--- src/rtl/ps2_pkg.sv ---
`default_nettype none
// ============================================================================
// Module      : ps2_pkg
// Description : Shared definitions for the PS/2 keyboard receiver and its
//               memory-mapped scancode FIFO: receive FSM state encoding,
//               register word offsets and STATUS/CONTROL bit positions.
// Revision    : 1.0 - initial release
// ============================================================================
package ps2_pkg;

    // Receive FSM states, one step per PS/2 clock falling edge.
    typedef enum logic [1:0] {
        RX_IDLE   = 2'd0,
        RX_DATA   = 2'd1,
        RX_PARITY = 2'd2,
        RX_STOP   = 2'd3
    } rx_state_t;

    // Register word index, taken from CPU address bits [3:2].
    localparam logic [1:0] c_off_data    = 2'd0;  // byte offset 0x0
    localparam logic [1:0] c_off_status  = 2'd1;  // byte offset 0x4
    localparam logic [1:0] c_off_control = 2'd2;  // byte offset 0x8

    // STATUS bit positions.
    localparam int c_stat_empty   = 0;
    localparam int c_stat_full    = 1;
    localparam int c_stat_ovf     = 2;
    localparam int c_stat_ferr    = 3;
    localparam int c_stat_cnt_lsb = 8;
    localparam int c_stat_cnt_w   = 7;

    // CONTROL bit positions.
    localparam int c_ctrl_flush  = 0;
    localparam int c_ctrl_clear  = 1;
    localparam int c_ctrl_irq_en = 2;

    // PS/2 uses odd parity over the eight data bits plus the parity bit.
    function automatic logic parity_ok(input logic [7:0] data, input logic par);
        return ^{data, par};
    endfunction

endpackage
`default_nettype wire

--- src/rtl/ps2_rx.sv ---
`default_nettype none
// ============================================================================
// Module      : ps2_rx
// Description : PS/2 device-to-host frame receiver. Synchronises the PS/2
//               clock and data lines, detects clock falling edges, and walks
//               start / 8 data (LSB first) / parity / stop. Aborts a partial
//               frame after TIMEOUT_CYCLES clocks without a falling edge.
// Ports       : clk, reset        - system clock, sync active-high reset
//               ps2_clk, ps2_data - asynchronous PS/2 lines
//               rx_byte           - last accepted byte
//               byte_valid        - one-cycle pulse, rx_byte is new
//               frame_err         - one-cycle pulse, bad parity/stop/timeout
// Revision    : 1.0 - initial release
// ============================================================================
module ps2_rx
    import ps2_pkg::*;
#(
    parameter int TIMEOUT_CYCLES = 50000
) (
    input  logic       clk,
    input  logic       reset,
    input  logic       ps2_clk,
    input  logic       ps2_data,
    output logic [7:0] rx_byte,
    output logic       byte_valid,
    output logic       frame_err
);

    localparam int c_tw = $clog2(TIMEOUT_CYCLES + 1);

    // Synchronisers; reset to 1 so an idle line produces no false edge.
    logic r_clk_s1, r_clk_s2, r_clk_hist;
    logic r_dat_s1, r_dat_s2;
    logic w_fall;

    always_ff @(posedge clk) begin
        if (reset) begin
            r_clk_s1   <= 1'b1;
            r_clk_s2   <= 1'b1;
            r_clk_hist <= 1'b1;
            r_dat_s1   <= 1'b1;
            r_dat_s2   <= 1'b1;
        end else begin
            r_clk_s1   <= ps2_clk;
            r_clk_s2   <= r_clk_s1;
            r_clk_hist <= r_clk_s2;
            r_dat_s1   <= ps2_data;
            r_dat_s2   <= r_dat_s1;
        end
    end

    assign w_fall = r_clk_hist & ~r_clk_s2;

    rx_state_t         r_state, w_state_next;
    logic [2:0]        r_bit_cnt;
    logic [7:0]        r_shift;
    logic              r_parity;
    logic [c_tw-1:0]   r_tmo_cnt;
    logic              w_timeout;
    logic              w_stop_edge;
    logic              w_frame_good;
    logic              w_frame_bad;
    logic [7:0]        r_byte;
    logic              r_byte_valid;
    logic              r_frame_err;

    // The counter holds the number of cycles already spent without an edge,
    // so the abort fires on the TIMEOUT_CYCLES-th quiet cycle.
    assign w_timeout = (r_state != RX_IDLE) && !w_fall &&
                       (r_tmo_cnt == c_tw'(TIMEOUT_CYCLES - 1));

    // State register
    always_ff @(posedge clk) begin
        if (reset) begin
            r_state <= RX_IDLE;
        end else begin
            r_state <= w_state_next;
        end
    end

    // Next-state logic
    always_comb begin
        w_state_next = r_state;
        if (w_timeout) begin
            w_state_next = RX_IDLE;
        end else if (w_fall) begin
            case (r_state)
                RX_IDLE:   if (!r_dat_s2) w_state_next = RX_DATA;
                RX_DATA:   if (r_bit_cnt == 3'd7) w_state_next = RX_PARITY;
                RX_PARITY: w_state_next = RX_STOP;
                RX_STOP:   w_state_next = RX_IDLE;
                default:   w_state_next = RX_IDLE;
            endcase
        end
    end

    // Output decode: frame verdict on the stop-bit edge, or on timeout.
    always_comb begin
        w_stop_edge  = (r_state == RX_STOP) && w_fall;
        w_frame_good = w_stop_edge && r_dat_s2 && parity_ok(r_shift, r_parity);
        w_frame_bad  = (w_stop_edge && !(r_dat_s2 && parity_ok(r_shift, r_parity))) ||
                       w_timeout;
    end

    // Datapath: shift register, bit counter, timeout counter, output pulses.
    always_ff @(posedge clk) begin
        if (reset) begin
            r_bit_cnt    <= 3'd0;
            r_shift      <= 8'h00;
            r_parity     <= 1'b0;
            r_tmo_cnt    <= '0;
            r_byte       <= 8'h00;
            r_byte_valid <= 1'b0;
            r_frame_err  <= 1'b0;
        end else begin
            if (w_fall) begin
                case (r_state)
                    RX_IDLE: r_bit_cnt <= 3'd0;
                    RX_DATA: begin
                        r_shift   <= {r_dat_s2, r_shift[7:1]};
                        r_bit_cnt <= r_bit_cnt + 3'd1;
                    end
                    RX_PARITY: r_parity <= r_dat_s2;
                    default: ;
                endcase
            end

            if ((r_state == RX_IDLE) || w_fall || w_timeout) begin
                r_tmo_cnt <= '0;
            end else begin
                r_tmo_cnt <= r_tmo_cnt + 1'b1;
            end

            r_byte_valid <= w_frame_good;
            r_frame_err  <= w_frame_bad;
            if (w_frame_good) begin
                r_byte <= r_shift;
            end
        end
    end

    assign rx_byte    = r_byte;
    assign byte_valid = r_byte_valid;
    assign frame_err  = r_frame_err;

endmodule
`default_nettype wire

--- src/rtl/ps2_keyboard_fifo.sv ---
`default_nettype none
// ============================================================================
// Module      : ps2_keyboard_fifo
// Description : Memory-mapped PS/2 keyboard port. Received scancodes are
//               queued in a DEPTH-entry FIFO read through a small register
//               file (DATA / STATUS / CONTROL), with a level interrupt.
// Ports       : clk, reset            - system clock, sync active-high reset
//               ps2_clk, ps2_data     - asynchronous PS/2 lines
//               DataAdr, WriteData    - CPU address / store data
//               enable, MemWrite      - block select and store strobe
//               ReadData              - combinational read data
//               code                  - last valid scancode
//               irq                   - registered interrupt request
// Revision    : 1.0 - initial release
// ============================================================================
module ps2_keyboard_fifo
    import ps2_pkg::*;
#(
    parameter int DEPTH          = 8,
    parameter int TIMEOUT_CYCLES = 50000
) (
    input  logic        clk,
    input  logic        reset,
    input  logic        ps2_clk,
    input  logic        ps2_data,
    input  logic [31:0] DataAdr,
    input  logic [31:0] WriteData,
    input  logic        enable,
    input  logic        MemWrite,
    output logic [31:0] ReadData,
    output logic [7:0]  code,
    output logic        irq
);

    localparam int c_aw = $clog2(DEPTH);

    // ------------------------------------------------------------------
    // Receiver
    // ------------------------------------------------------------------
    logic [7:0] w_rx_byte;
    logic       w_rx_valid;
    logic       w_rx_ferr;

    ps2_rx #(
        .TIMEOUT_CYCLES (TIMEOUT_CYCLES)
    ) u_rx (
        .clk        (clk),
        .reset      (reset),
        .ps2_clk    (ps2_clk),
        .ps2_data   (ps2_data),
        .rx_byte    (w_rx_byte),
        .byte_valid (w_rx_valid),
        .frame_err  (w_rx_ferr)
    );

    // ------------------------------------------------------------------
    // Bus decode
    // ------------------------------------------------------------------
    logic [1:0] w_off;
    logic       w_rd, w_wr, w_ctrl_wr;
    logic       w_flush, w_clear;
    logic       w_unused_bits;

    assign w_off     = DataAdr[3:2];
    assign w_rd      = enable && !MemWrite;
    assign w_wr      = enable && MemWrite;
    assign w_ctrl_wr = w_wr && (w_off == c_off_control);
    assign w_flush   = w_ctrl_wr && WriteData[c_ctrl_flush];
    assign w_clear   = w_ctrl_wr && WriteData[c_ctrl_clear];

    assign w_unused_bits = &{1'b0, DataAdr[31:4], DataAdr[1:0], WriteData[31:3]};

    // ------------------------------------------------------------------
    // FIFO
    // ------------------------------------------------------------------
    logic [7:0]    r_mem [DEPTH];
    logic [c_aw-1:0] r_wr_ptr, r_rd_ptr;
    logic [c_aw:0]   r_count;
    logic            w_empty, w_full;
    logic            w_pop, w_push, w_ovf_set;
    logic            r_overflow, r_frame_err, r_irq_en, r_irq;
    logic [7:0]      r_code;

    assign w_empty = (r_count == '0);
    assign w_full  = (r_count == (c_aw+1)'(DEPTH));

    // A pop frees a slot in the same cycle, so a push into a full FIFO is
    // still accepted when it coincides with a DATA read. Flush wins over both.
    assign w_pop     = w_rd && (w_off == c_off_data) && !w_empty && !w_flush;
    assign w_push    = w_rx_valid && (!w_full || w_pop) && !w_flush;
    assign w_ovf_set = w_rx_valid && w_full && !w_pop && !w_flush;

    always_ff @(posedge clk) begin
        if (w_push) begin
            r_mem[r_wr_ptr] <= w_rx_byte;
        end
    end

    always_ff @(posedge clk) begin
        if (reset) begin
            r_wr_ptr <= '0;
            r_rd_ptr <= '0;
            r_count  <= '0;
        end else if (w_flush) begin
            r_wr_ptr <= '0;
            r_rd_ptr <= '0;
            r_count  <= '0;
        end else begin
            if (w_push) r_wr_ptr <= r_wr_ptr + 1'b1;
            if (w_pop)  r_rd_ptr <= r_rd_ptr + 1'b1;
            case ({w_push, w_pop})
                2'b10:   r_count <= r_count + 1'b1;
                2'b01:   r_count <= r_count - 1'b1;
                default: r_count <= r_count;
            endcase
        end
    end

    // Sticky flags: a new event in the same cycle beats a clear.
    always_ff @(posedge clk) begin
        if (reset) begin
            r_overflow  <= 1'b0;
            r_frame_err <= 1'b0;
            r_irq_en    <= 1'b0;
            r_code      <= 8'h00;
            r_irq       <= 1'b0;
        end else begin
            if (w_ovf_set)    r_overflow <= 1'b1;
            else if (w_clear) r_overflow <= 1'b0;

            if (w_rx_ferr)    r_frame_err <= 1'b1;
            else if (w_clear) r_frame_err <= 1'b0;

            if (w_ctrl_wr) r_irq_en <= WriteData[c_ctrl_irq_en];

            if (w_rx_valid) r_code <= w_rx_byte;

            r_irq <= r_irq_en && (!w_empty || r_overflow || r_frame_err);
        end
    end

    // ------------------------------------------------------------------
    // Read mux
    // ------------------------------------------------------------------
    logic [31:0] w_status;
    logic [31:0] w_read_data;

    always_comb begin
        w_status                                    = '0;
        w_status[c_stat_empty]                      = w_empty;
        w_status[c_stat_full]                       = w_full;
        w_status[c_stat_ovf]                        = r_overflow;
        w_status[c_stat_ferr]                       = r_frame_err;
        w_status[c_stat_cnt_lsb +: c_stat_cnt_w]    = c_stat_cnt_w'(r_count);
    end

    always_comb begin
        w_read_data = '0;
        if (w_rd) begin
            case (w_off)
                c_off_data:    if (!w_empty) w_read_data = {23'b0, 1'b1, r_mem[r_rd_ptr]};
                c_off_status:  w_read_data = w_status;
                c_off_control: w_read_data[c_ctrl_irq_en] = r_irq_en;
                default:       w_read_data = '0;
            endcase
        end
    end

    assign ReadData = w_read_data;
    assign code     = r_code;
    assign irq      = r_irq;

endmodule
`default_nettype wire

--- config.mk ---
export PLATFORM = sky130hd
export DESIGN_NAME = ps2_keyboard_fifo
export DESIGN_NICKNAME = d
export VERILOG_FILES = /design/src/rtl/ps2_pkg.sv /design/src/rtl/ps2_rx.sv /design/src/rtl/ps2_keyboard_fifo.sv
export SDC_FILE = /design/constraint.sdc
export NUM_CORES = 1
export LEC_CHECK = 0
export BUFFER_PORTS_ARGS = -buffer_cell sky130_fd_sc_hd__buf_4
export CELL_PAD_IN_SITES_DETAIL_PLACEMENT = 1
export CELL_PAD_IN_SITES_GLOBAL_PLACEMENT = 2
export CORE_UTILIZATION = 38
export CTS_CLUSTER_DIAMETER = 200
export DETAILED_ROUTE_END_ITERATION = 10
export GPL_ROUTABILITY_DRIVEN = 0
export PLACE_DENSITY_LB_ADDON = 0.1
export SYNTH_ARGS = -nofsm -noshare
export SYNTH_HDL_FRONTEND = slang
export SYNTH_SLANG_ARGS = --single-unit
--- constraint.sdc ---
create_clock -name clk -period 4.58 [get_ports clk]
set_input_delay 0.229 -clock clk [delete_from_list [all_inputs] [get_ports clk]]
set_output_delay 0.229 -clock clk [all_outputs]
set_load 0.02 [all_outputs]
**Yosys cells after proc, flatten, opt, wreduce, memory -nomap -nowiden**

Memory sizes are Yosys's and may differ from the RTL's. A register that Yosys moved wholly into a read port is not among the register bits.
Cells that the tools add are included.

- Register bits: 67
- Bits in writable memories: 64
- Input bits: 70
- Output and inout bits: 41
- Word-level logic and storage cells: 109
- Memories: 1

Memory list:

| memory | words | width | rd ports | clocked after Yosys merged registers in | write ports | RTL line | text |
|---|---|---|---|---|---|---|---|
| r_mem | 8 | 8 | 1 | 1 | 1 | ps2_keyboard_fifo.sv:76 | `logic [7:0] r_mem [DEPTH];` |

- $add $sub $neg: 6
- Eq/ne operators: 12
- Mux-type cells: 17
- Bitwise gates (word level): 2
- Reduce and logical (&&, ||, !) cells: 50

Operators by type and width:

| kind | number |
|---|---|
| 29-bit case mux with 2 select lines | 1 |
| 32-bit 2-to-1 mux | 1 |
| 1-bit logical AND | 21 |
| 16-bit by 1-bit adder with 16-bit output (second input constant) | 1 |
| 16-bit == test (second input constant) | 1 |
| 2-bit nonzero test | 5 |
| 3-bit by 1-bit adder with 3-bit output (second input constant) | 3 |
| 9-bit 2-to-1 mux | 1 |
| 9-bit parity | 1 |
| 2-bit == test (second input constant) | 4 |
| 2-bit case mux with 4 select lines | 1 |
| 4-bit case mux with 2 select lines | 1 |
| 1-bit zero test | 7 |
| 2-bit by 1-bit == test with 1-bit output (second input constant) | 3 |
| 1-bit logical OR | 6 |
| 3-bit 2-to-1 mux | 2 |
| 3-bit case mux with 2 select lines | 1 |
| 2-bit AND reduction | 3 |
| 2-bit OR reduction | 3 |
| 1-bit 2-to-1 mux | 5 |
| 4-bit by 1-bit adder with 4-bit output (second input constant) | 1 |
| 4-bit == test (second input constant) | 1 |
| 2-bit zero test | 2 |
| 4-bit zero test | 1 |
| other kinds (10) | 11 |

**Depth between registers and ports, before layout**

Gate-level depths: netlist of run 1.

- Word-level depth: 10
- Gate-level depth with buffers: 12
- Depth with buffers taken out: 10

**Cells and area by module**

Synthesis of run 1 repeated with hierarchy kept, for this count alone.

- Cells, all modules: 469
- Area total of the unflattened synthesis: 5853.1 µm²

By module, submodules not included:

| module | times used | cells an instance | area each (µm²) | sequential area each (µm²) |
|---|---|---|---|---|
| ps2_keyboard_fifo | 1 | 257 | 3908.7 | 2422.3 |
| ps2_rx | 1 | 212 | 1944.4 | 900.9 |

**Worst setup path after synthesis of run 1**

Ideal clock, no wire load.

- Kind: flip-flop to flip-flop
- From: register r_count[2]
- To: register r_count[2]
- Library setup time: 0.070 ns
- Arrival time: 2.363 ns
- Data required time: 4.510 ns
- Slack: 2.148 ns
- Stages on the path, launching flop included: 13
- Path buffers: 2
- Clock period less this slack: 2.432 ns
- Cell sequence: dfxtp_1 clkbuf_1 nor4_2 or2_1 buf_6 inv_2 ha_1 xor2_1 ha_1 a21oi_1 xor2_1 or3_1 a21oi_1

- Longest elaborated chain between the ends: 9
- Elaborated cells on any way between the ends: 15
- Those cells by class: 2 x add/sub; 3 x eq/ne; 1 x mux; 9 x reduce/logical

Ends and longest elaborated chain:

| what | RTL line | text |
|---|---|---|
| start, declared | ps2_keyboard_fifo.sv:78 | `logic [c_aw:0] r_count;` |
| start signal, assigned | ps2_keyboard_fifo.sv:112 | `2'b10: r_count <= r_count + 1'b1;` |
| start signal, assigned | ps2_keyboard_fifo.sv:113 | `2'b01: r_count <= r_count - 1'b1;` |
| start signal, assigned | ps2_keyboard_fifo.sv:114 | `default: r_count <= r_count;` |
| 4-bit zero test (*) | ps2_keyboard_fifo.sv:84 | `assign w_empty = (r_count == '0);` |
| 1-bit zero test (*) | n/a |  |
| 1-bit logical AND (*) (2 in a row) | ps2_keyboard_fifo.sv:89 | `assign w_pop = w_rd && (w_off == c_off_data) && !w_empty && !w_flush;` |
| net w_pop | ps2_keyboard_fifo.sv:80 | `logic w_pop, w_push, w_ovf_set;` |
| 1-bit logical OR | ps2_keyboard_fifo.sv:90 | `assign w_push = w_rx_valid && (!w_full \|\| w_pop) && !w_flush;` |
| 1-bit logical AND (2 in a row) | ps2_keyboard_fifo.sv:90 |  |
| 2-bit by 1-bit == test with 1-bit output / 2-bit == test (equally long branches) | ps2_keyboard_fifo.sv:111 | `case ({w_push, w_pop})` |
| 4-bit case mux with 2 select lines / 2-bit nonzero test (equally long branches) | n/a |  |

Mark *: on every way through the listed nets, which the timed path passes. The rest lies on a longest branch.
A chain may end at the register's enable or synchronous reset.

**Final worst setup path of run 1**

Ends and elaborated chain as after synthesis.

==> impl_metrics.tcl, run 1 <==
set metrics [dict create \
    power_density_mw_per_mm2 400 \
    p_comb_share_pct 1.7 \
    antenna_found_initial 0 \
    clock_path_buffers 2 \
    reg2reg_from "r_count[2]" \
    drt_pass1_iterations 6 \
    synth-seq-cells 134 \
    intPower_uw 2160 \
    core-area_mm2 0.0146 \
    seq_power_share_pct 46.8 \
    cp-startpoint "r_count[2]" \
    viasPerCell 4.98 \
    wl_mm 11.9 \
    start_util_pct 39.3 \
    dp_hpwl_mm 7.99 \
    clk_latency_ns 0.41 \
    grt_max_degree 35 \
    synthTopCellsByCount "70 x dfxtp_1, 64 x edfxtp_1, 55 x nor2_1" \
    crit_path_max_fanout 9 \
    arrival_ns 3.31 \
    slew_violations 0 \
    holdCritStartpoint "WriteData[2]" \
    synthArstFlopShare_pct 0 \
    synth-compound-area-share_pct 4.08 \
    synth-main-ff-cell "dfxtp_1" \
    die_h_um 125 \
    cts_resized 0 \
    port_buffers 31 \
    grt_pass1_wl_mm 19.4 \
    finalHoldViolCount 0 \
    via_count 3543 \
    synth.area.mux_share_pct 10.4 \
    rrSetupSlack_ns 1.60 \
    synth_top_family_by_area "simple AND/OR/NAND/NOR gates" \
    relSlewSlack_pct 36.8 \
    rows 44 \
    peakVddDrop_v 0.000247 \
    power_switching_uw 522 \
    h-tree-depth 4 \
    p_leak_uw 0.00250 \
    fin_crit_ns 2.98 \
    yosys.area_share.simple_pct 15.0 \
    rsz0062_at_grt "no" \
    grt_pass1_vias 3701 \
    synthTopCellsByArea "edfxtp_1 33%, dfxtp_1 24%, mux4_2 5.5%" \
    cts_tree "built" \
    final.fill_count 1559 \
    syn-cell-area_mm2 0.00576 \
    die-area_mm2 0.0157 \
    hold_path_class "input pin to flip-flop" \
    endpoint_kind "flip-flop" \
    routedWlPerCell_um 16.7 \
    numCtsBuffers 17 \
    status "completed" \
    synth.avg_cell_area_um2 12.0 \
    cap_violations 0 \
    nets 596 \
    final-setup-viol-count 0 \
    synth_xor_area_share_pct 4.80 \
    overflow 0 \
    num_io_pins 111 \
    synth_cell_types 56 \
    postSynthCellCount 482 \
    switching_share_pct 19.5 \
    drtAntennaViolNets 0 \
    synth_most_common_cell "dfxtp_1" \
    synth_adder_area_share_pct 2.61 \
    synth_top_area_share_pct 33.4 \
    min_period_over_period_pct 65.1 \
    drtIter0Drc 126 \
    start_kind "flip-flop" \
    cts_root_buffer "clkbuf_16" \
    yosysWarningCount 0 \
    track_usage_pct 16.5 \
    synthToLayoutAreaGrowth_pct 16.1 \
    clkPwrFrac_pct 51.5 \
    synth_area_leader_cell "edfxtp_1" \
    drive_gt1_share_pct 18.8 \
    die_x_um 125 \
    yosysSeqAreaShare_pct 57.7 \
    synth-edff-count 64 \
    critPathKind "flip-flop to flip-flop" \
    required_ns 4.91 \
    antenna_cells 0 \
    fmax_ghz 0.336 \
    finClkSkew_ns 0.00734 \
    drc 0 \
    fin_tns_setup_ns 0 \
    tightest_slew_ns 0.944 \
    numClockSinks 134 \
    clk_pin_slew_worst_paths_ns 0.05 \
    power_uw 2680 \
]
cell families (layout without fill, tap and decap cells):
| group | after synthesis | in the layout |
|---|---|---|
| DFF | 134 | 134 |
| and+or+nand+nor | 175 | 175 |
| muxes | 42 | 42 |
| xor gates and xnor gates | 29 | 29 |
| adders and majority gates | 12 | 12 |
| AOI/OAI and AO/OA | 37 | 37 |
| other | 1 | 20 |
| buffers and inverters | 52 | 78 |
timing repair:
item / in CTS / in global routing
hold buffers: 2 / 0
hold endpoints to repair: 2 / 0
setup buffers: 0 / 0
routing by layer:
metal	vias to the layer above	GRT usage [%]	share of wire, %
li1	1728	-	-
met3	13	4.71	2.5
met1	1765	18.5	42
met2	37	29.2	54
met4	0	7.10	1.2
met5	-	0	0
registers in the layout (all words and copies together) (netlist names), 2 cells and up, named ones only:
name            flops
r_wr_ptr            3
u_rx.r_shift        8
u_rx.rx_byte        8
r_rd_ptr            3
u_rx.r_state        2
r_mem              64
u_rx.r_tmo_cnt     16
code                8
u_rx.r_bit_cnt      3
r_count             4
through the flow:
step	util (%)	setup WS [ns]	hold slack (ns)	instance area [um^2]	std cells
floorplan	-	2.15	0.333	5830	501
global placement	41.4	1.60	0.395	6070	677
detailed placement	41.4	1.57	0.399	6070	677
CTS	45.7	1.52	0.0758	6690	711
global route	45.7	1.36	0.113	6690	711
finish	45.7	1.60	0.0970	6690	711
layout make-up:
class                      count  area [um^2]  area share [%]
clock inverter                 9          126            1.89
sequential                   134         3320            49.7
tap                          184          230            3.44
timing repair buffer          36          275            4.11
clock buffer                  23          475            7.11
multi-input combinational    315         2220            33.2
inverter                      10         37.5           0.561
placed cells by master, fill, tap and decap left out, drive strengths merged, types with 7 or more instances in the layout:
| cell type | synthesis | final |
|---|---|---|
| clkbuf | 11 | 23 |
| or2 | 7 | 7 |
| nor3 | 8 | 8 |
| xor2 | 12 | 12 |
| inv | 10 | 10 |
| buf | 31 | 34 |
| edfxtp | 64 | 64 |
| mux4 | 14 | 14 |
| mux2i | 27 | 27 |
| dfxtp | 70 | 70 |
| a21oi | 18 | 18 |
| nand2 | 53 | 53 |
| ha | 12 | 12 |
| nand3 | 12 | 12 |
| xnor2 | 16 | 16 |
| conb | 1 | 20 |
| nor2 | 56 | 56 |
power by group through the flow:
stage / logic [uW] / registers [uW] / clock network, uW
after floorplan: 45.1 / 1280 / 0
after CTS: 45.2 / 1250 / 1420
after detailed placement: 44.0 / 1280 / 0
after global routing: 49.3 / 1250 / 1470
final: 44.9 / 1250 / 1380
after global placement: 43.6 / 1280 / 0
worst paths after layout:
| check | end | cells past startpoint |
|---|---|---|
| worst max-delay path | r_count[2] | 10 |
| worst min-delay path | r_irq_en | 3 |
| worst max register to register | r_count[2] | 10 |
| worst min register to register | u_rx.r_clk_s2 | 1 |
critical path, cell delays in order (launching register included):
cell     delay (ns)
dfxtp_1        0.40
nor4_2         0.60
or2_1          0.46
inv_2          0.13
ha_1           0.27
xor2_1         0.17
ha_1           0.19
a21oi_1        0.15
xor2_1         0.09
or3_1          0.30
a21oi_1        0.14
Note: power is estimated with default switching activity, not from simulation.
==> inputs of run 2 (changes only) <==
CORE_UTILIZATION = 36   (was 38)
clock period = 3.1 ns   (was 4.58 ns; I/O delays follow)
==> impl_metrics.tcl, run 2 (same netlist as run 1, synthesis figures left out) <==
set metrics [dict create \
    p_leak_uw 0.00255 \
    viasPerCell 4.82 \
    drtAntennaViolNets 0 \
    numCtsBuffers 17 \
    arrival_ns 2.94 \
    largestRegisters "r_mem: 64 flops, u_rx.r_tmo_cnt: 16 flops" \
    fin_crit_ns 2.61 \
    grt_max_degree 35 \
    min_period_over_period_pct 84.1 \
    drive_gt1_share_pct 19.3 \
    power_density_mw_per_mm2 575 \
    hold_path_class "input pin to flip-flop" \
    clk_pin_slew_worst_paths_ns 0.06 \
    wl_mm 12.3 \
    cts_tree "built" \
    drt_pass1_iterations 4 \
    grt_pass1_wl_mm 19.7 \
    fin_tns_setup_ns 0 \
    num_io_pins 111 \
    fmax_ghz 0.384 \
    relSlewSlack_pct 57.2 \
    rsz0062_at_grt "no" \
    top_register "r_mem" \
    required_ns 3.44 \
    final.fill_count 1677 \
    final_common_cell "dfxtp_1" \
    overflow 0 \
    h-tree-depth 4 \
    final_core_util_pct 43.9 \
    slew_violations 0 \
    drc 0 \
    track_usage_pct 16.1 \
    synthToLayoutAreaGrowth_pct 17.6 \
    final-setup-viol-count 0 \
    die_x_um 129 \
    port_buffers 31 \
    critPathKind "flip-flop to flip-flop" \
    clock_path_buffers 2 \
    cap_violations 0 \
    antenna_found_initial 0 \
    status "completed" \
    peakVddDrop_v 0.000393 \
    endpoint_kind "flip-flop" \
    rows 45 \
    tightest_slew_ns 0.641 \
    core-area_mm2 0.0154 \
    cts_root_buffer "clkbuf_16" \
    clk_latency_ns 0.42 \
    die_h_um 129 \
    start_kind "flip-flop" \
    crit_path_max_fanout 9 \
    cts_resized 0 \
    start_util_pct 37.3 \
    grt_pass1_vias 3829 \
    routedWlPerCell_um 16.4 \
    finalHoldViolCount 0 \
    largest_reg_flops 64 \
    dp_hpwl_mm 8.47 \
    drtIter0Drc 122 \
    die-area_mm2 0.0165 \
    numClockSinks 134 \
    finClkSkew_ns 0.00906 \
    final_cell_mix "70 x dfxtp_1, 64 x edfxtp_1, 55 x nor2_1, 52 x nand2_1, 44 x buf_4" \
    antenna_cells 0 \
    rrSetupSlack_ns 0.49 \
    nets 607 \
    via_count 3610 \
]
run 2: cell count changes in the layout (fill, tap and decap cells not counted), sizes merged:
cell and change:
dlygate4sd3 +1, buf +10, clkbuf +1, bufinv -2
clkinv +1
run 2: final cells by class:
class / count / area (um^2) / area share (%)
clock buffer: 24 / 524 / 7.74
clock inverter: 8 / 67.6 / 0.997
inverter: 10 / 37.5 / 0.554
multi-input combinational: 315 / 2200 / 32.4
sequential: 134 / 3320 / 49.0
tap: 211 / 264 / 3.90
timing repair buffer: 47 / 360 / 5.32
run 2: critical path: stages (launching register included):
cell	delay, ns
dfxtp_1	0.40
nor4b_1	0.47
nand2_1	0.19
nand2_2	0.20
ha_1	0.28
xor2_1	0.17
ha_1	0.16
a21oi_1	0.05
xor2_1	0.17
or3_1	0.31
a21oi_1	0.14
run 2: final timing paths:
check                 from            end  cells past startpoint
max             r_count[2]     r_count[2]                     10
min           WriteData[1]     r_overflow                      4
max reg2reg     r_count[2]     r_count[2]                     10
min reg2reg  u_rx.r_dat_s1  u_rx.r_dat_s2                      1
run 2: repair_timing:
action,4_1_cts,5_1_grt
buffers inserted,0,0
hold endpoints to repair,3,0
hold buffers,3,0
run 2: layer usage:
layer	global-route usage, %	share of wire [%]	vias up	wire length, um
met5	0	0	-	0
met4	5.40	0.99	0	121
met3	4.37	2.7	12	331
met2	29.9	53	32	6560
met1	17.8	43	1812	5250
li1	-	-	1754	-
run 2: stage by stage:
stage	hold WS (ns)	cell area, um^2	setup slack (ns)	total power [uW]	cells
after floorplan	0.259	5830	0.668	1950	501
after global placement	0.342	6150	0.535	1950	714
after detailed placement	0.343	6150	0.443	1960	714
after CTS	0.0936	6780	0.432	3940	749
after global routing	0.130	6780	0.231	4010	749
final	0.108	6780	0.493	3890	749
run 2: report_power, final:
group / switching, uW / internal, uW / leakage (uW)
logic: 49.4 / 18.3 / 0.000966
clock network: 718 / 1250 / 0.000296
registers: 6.75 / 1850 / 0.00129
==> inputs of run 3 (changes only) <==
clock period = 2.44 ns   (was 3.1 ns; I/O delays follow)
==> impl_metrics.tcl, run 3 (same netlist as run 1, synthesis figures left out) <==
set metrics [dict create \
    status "completed" \
    critPathKind "flip-flop to output port" \
    wl_mm 12.5 \
    arrival_ns 2.17 \
    final_common_cell "dfxtp_1" \
    numCtsBuffers 17 \
    antenna_found_initial 0 \
    track_usage_pct 16.9 \
    port_buffers 31 \
    clk_pin_slew_worst_paths_ns 0.06 \
    cts_tree "built" \
    cpMaxStageDelayCell "mux4_2" \
    drt_pass1_iterations 4 \
    cap_violations 0 \
    die-area_mm2 0.0165 \
    synthToLayoutAreaGrowth_pct 19.7 \
    fin_tns_setup_ns 0 \
    holdWs_ns 0.0644 \
    grt_pass1_vias 3901 \
    power_switching_uw 997 \
    overflow 0 \
    peakVddDrop_v 0.000574 \
    final_cells 764 \
    start_kind "flip-flop" \
    start_util_pct 37.3 \
    cts_root_buffer "clkbuf_16" \
    clk_latency_ns 0.41 \
    final-setup-viol-count 0 \
    path_cells "mux4_2 -> mux2_2 -> a22oi_1 -> nor2_1 -> buf_4" \
    intPower_uw 3960 \
    seq_power_share_pct 47.5 \
    drtIter0Drc 118 \
    slowest_delay_ns 0.55 \
    final_core_util_pct 44.7 \
    p_comb_share_pct 1.8 \
    finClkSkew_ns 0.00920 \
    largestRegisters "r_mem: 64 flops, u_rx.r_tmo_cnt: 16 flops" \
    nets 622 \
    clock_path_buffers 2 \
    viasPerCell 4.78 \
    final_cell_mix "67 x dfxtp_1, 64 x edfxtp_1, 59 x buf_4, 55 x nor2_1, 52 x nand2_1" \
    required_ns 2.32 \
    top_register "r_mem" \
    rows 45 \
    worstRegToRegCells 11 \
    die_h_um 129 \
    numClockSinks 134 \
    endpoint_kind "output port" \
    finalHoldViolCount 0 \
    switching_share_pct 20.1 \
    power_uw 4950 \
    placed_cells 729 \
    relSlewSlack_pct 48.9 \
    grt_max_degree 35 \
    clkPwrFrac_pct 50.7 \
    core-area_mm2 0.0154 \
    fmax_ghz 0.436 \
    crit_path_max_fanout 8 \
    power_density_mw_per_mm2 718 \
    die_x_um 129 \
    tightest_slew_ns 0.764 \
    p_leak_uw 0.00262 \
    hold_path_class "input pin to flip-flop" \
    min_period_over_period_pct 94.0 \
    drive_gt1_share_pct 21.5 \
    fin_crit_ns 2.29 \
    antenna_cells 0 \
    h-tree-depth 4 \
    via_count 3653 \
    num_io_pins 111 \
    dp_hpwl_mm 8.59 \
    rsz0062_at_grt "no" \
    min_path_cells 4 \
    slew_violations 0 \
    grt_pass1_wl_mm 20.6 \
    largest_reg_flops 64 \
    drtAntennaViolNets 0 \
    routedWlPerCell_um 16.4 \
    drc 0 \
]
## run 3: per-stage QoR
stage               setup WS [ns]  instance area (um^2)
floorplan                 0.00774                  5830
global placement           0.0730                  6270
detailed placement         0.0551                  6270
CTS                        0.0312                  6870
global route              0.00387                  6900
finish                      0.146                  6900
## run 3: what timing repair did
action | CTS | global route
hold buffers | 3 | 0
endpoints found under the setup margin | 7 | 3
pin swaps | 0 | 0
endpoints found under the hold margin | 3 | 0
gates resized for setup | 1 | 5
buffers inserted | 0 | 0
## run 3: critical path: cells and delay by family (launching register included)
| family | cells | cell delay (ns) |
|---|---|---|
| compound gates | 1 | 0.18 |
| buf+inv | 1 | 0.16 |
| flops | 1 | 0.50 |
| mux | 2 | 0.85 |
| simple gates | 1 | 0.07 |
## run 3: cell type report
class                   count  area [um^2]
clock buffers              20          437
clock inverters            12          135
fillers                  1697         8530
inverters                  10         37.5
multi-input cells         315         2220
flip-flops and latches    134         3330
well taps                 211          264
repair buffers             62          473
## run 3: power by group through the flow
stage                     clock [uW]  combinational, uW  sequential [uW]
after floorplan                    0               84.6             2400
after CTS                       2570               89.3             2350
after detailed placement           0               85.1             2400
after global placement             0               83.9             2400
after global routing            2650               97.8             2350
final                           2510               88.4             2350
## run 3: final timing paths
path | endpoint | from | slack [ns]
setup / recovery | ReadData[3] | flip-flop | 0.15
hold / removal | r_frame_err | WriteData[1] | 0.06
setup reg to reg | r_count[2] | r_count[2] | 0.19
hold reg to reg | u_rx.r_dat_s2 | u_rx.r_dat_s1 | 0.41
## run 3: routing by layer
metal  part of all wire, %  track usage [%]  up-vias
li1                      -                -     1781
met1                    43             19.3     1820
met2                    53             29.9       36
met3                   2.8             4.41       16
met4                   1.8             7.20        0
met5                     0                0        -
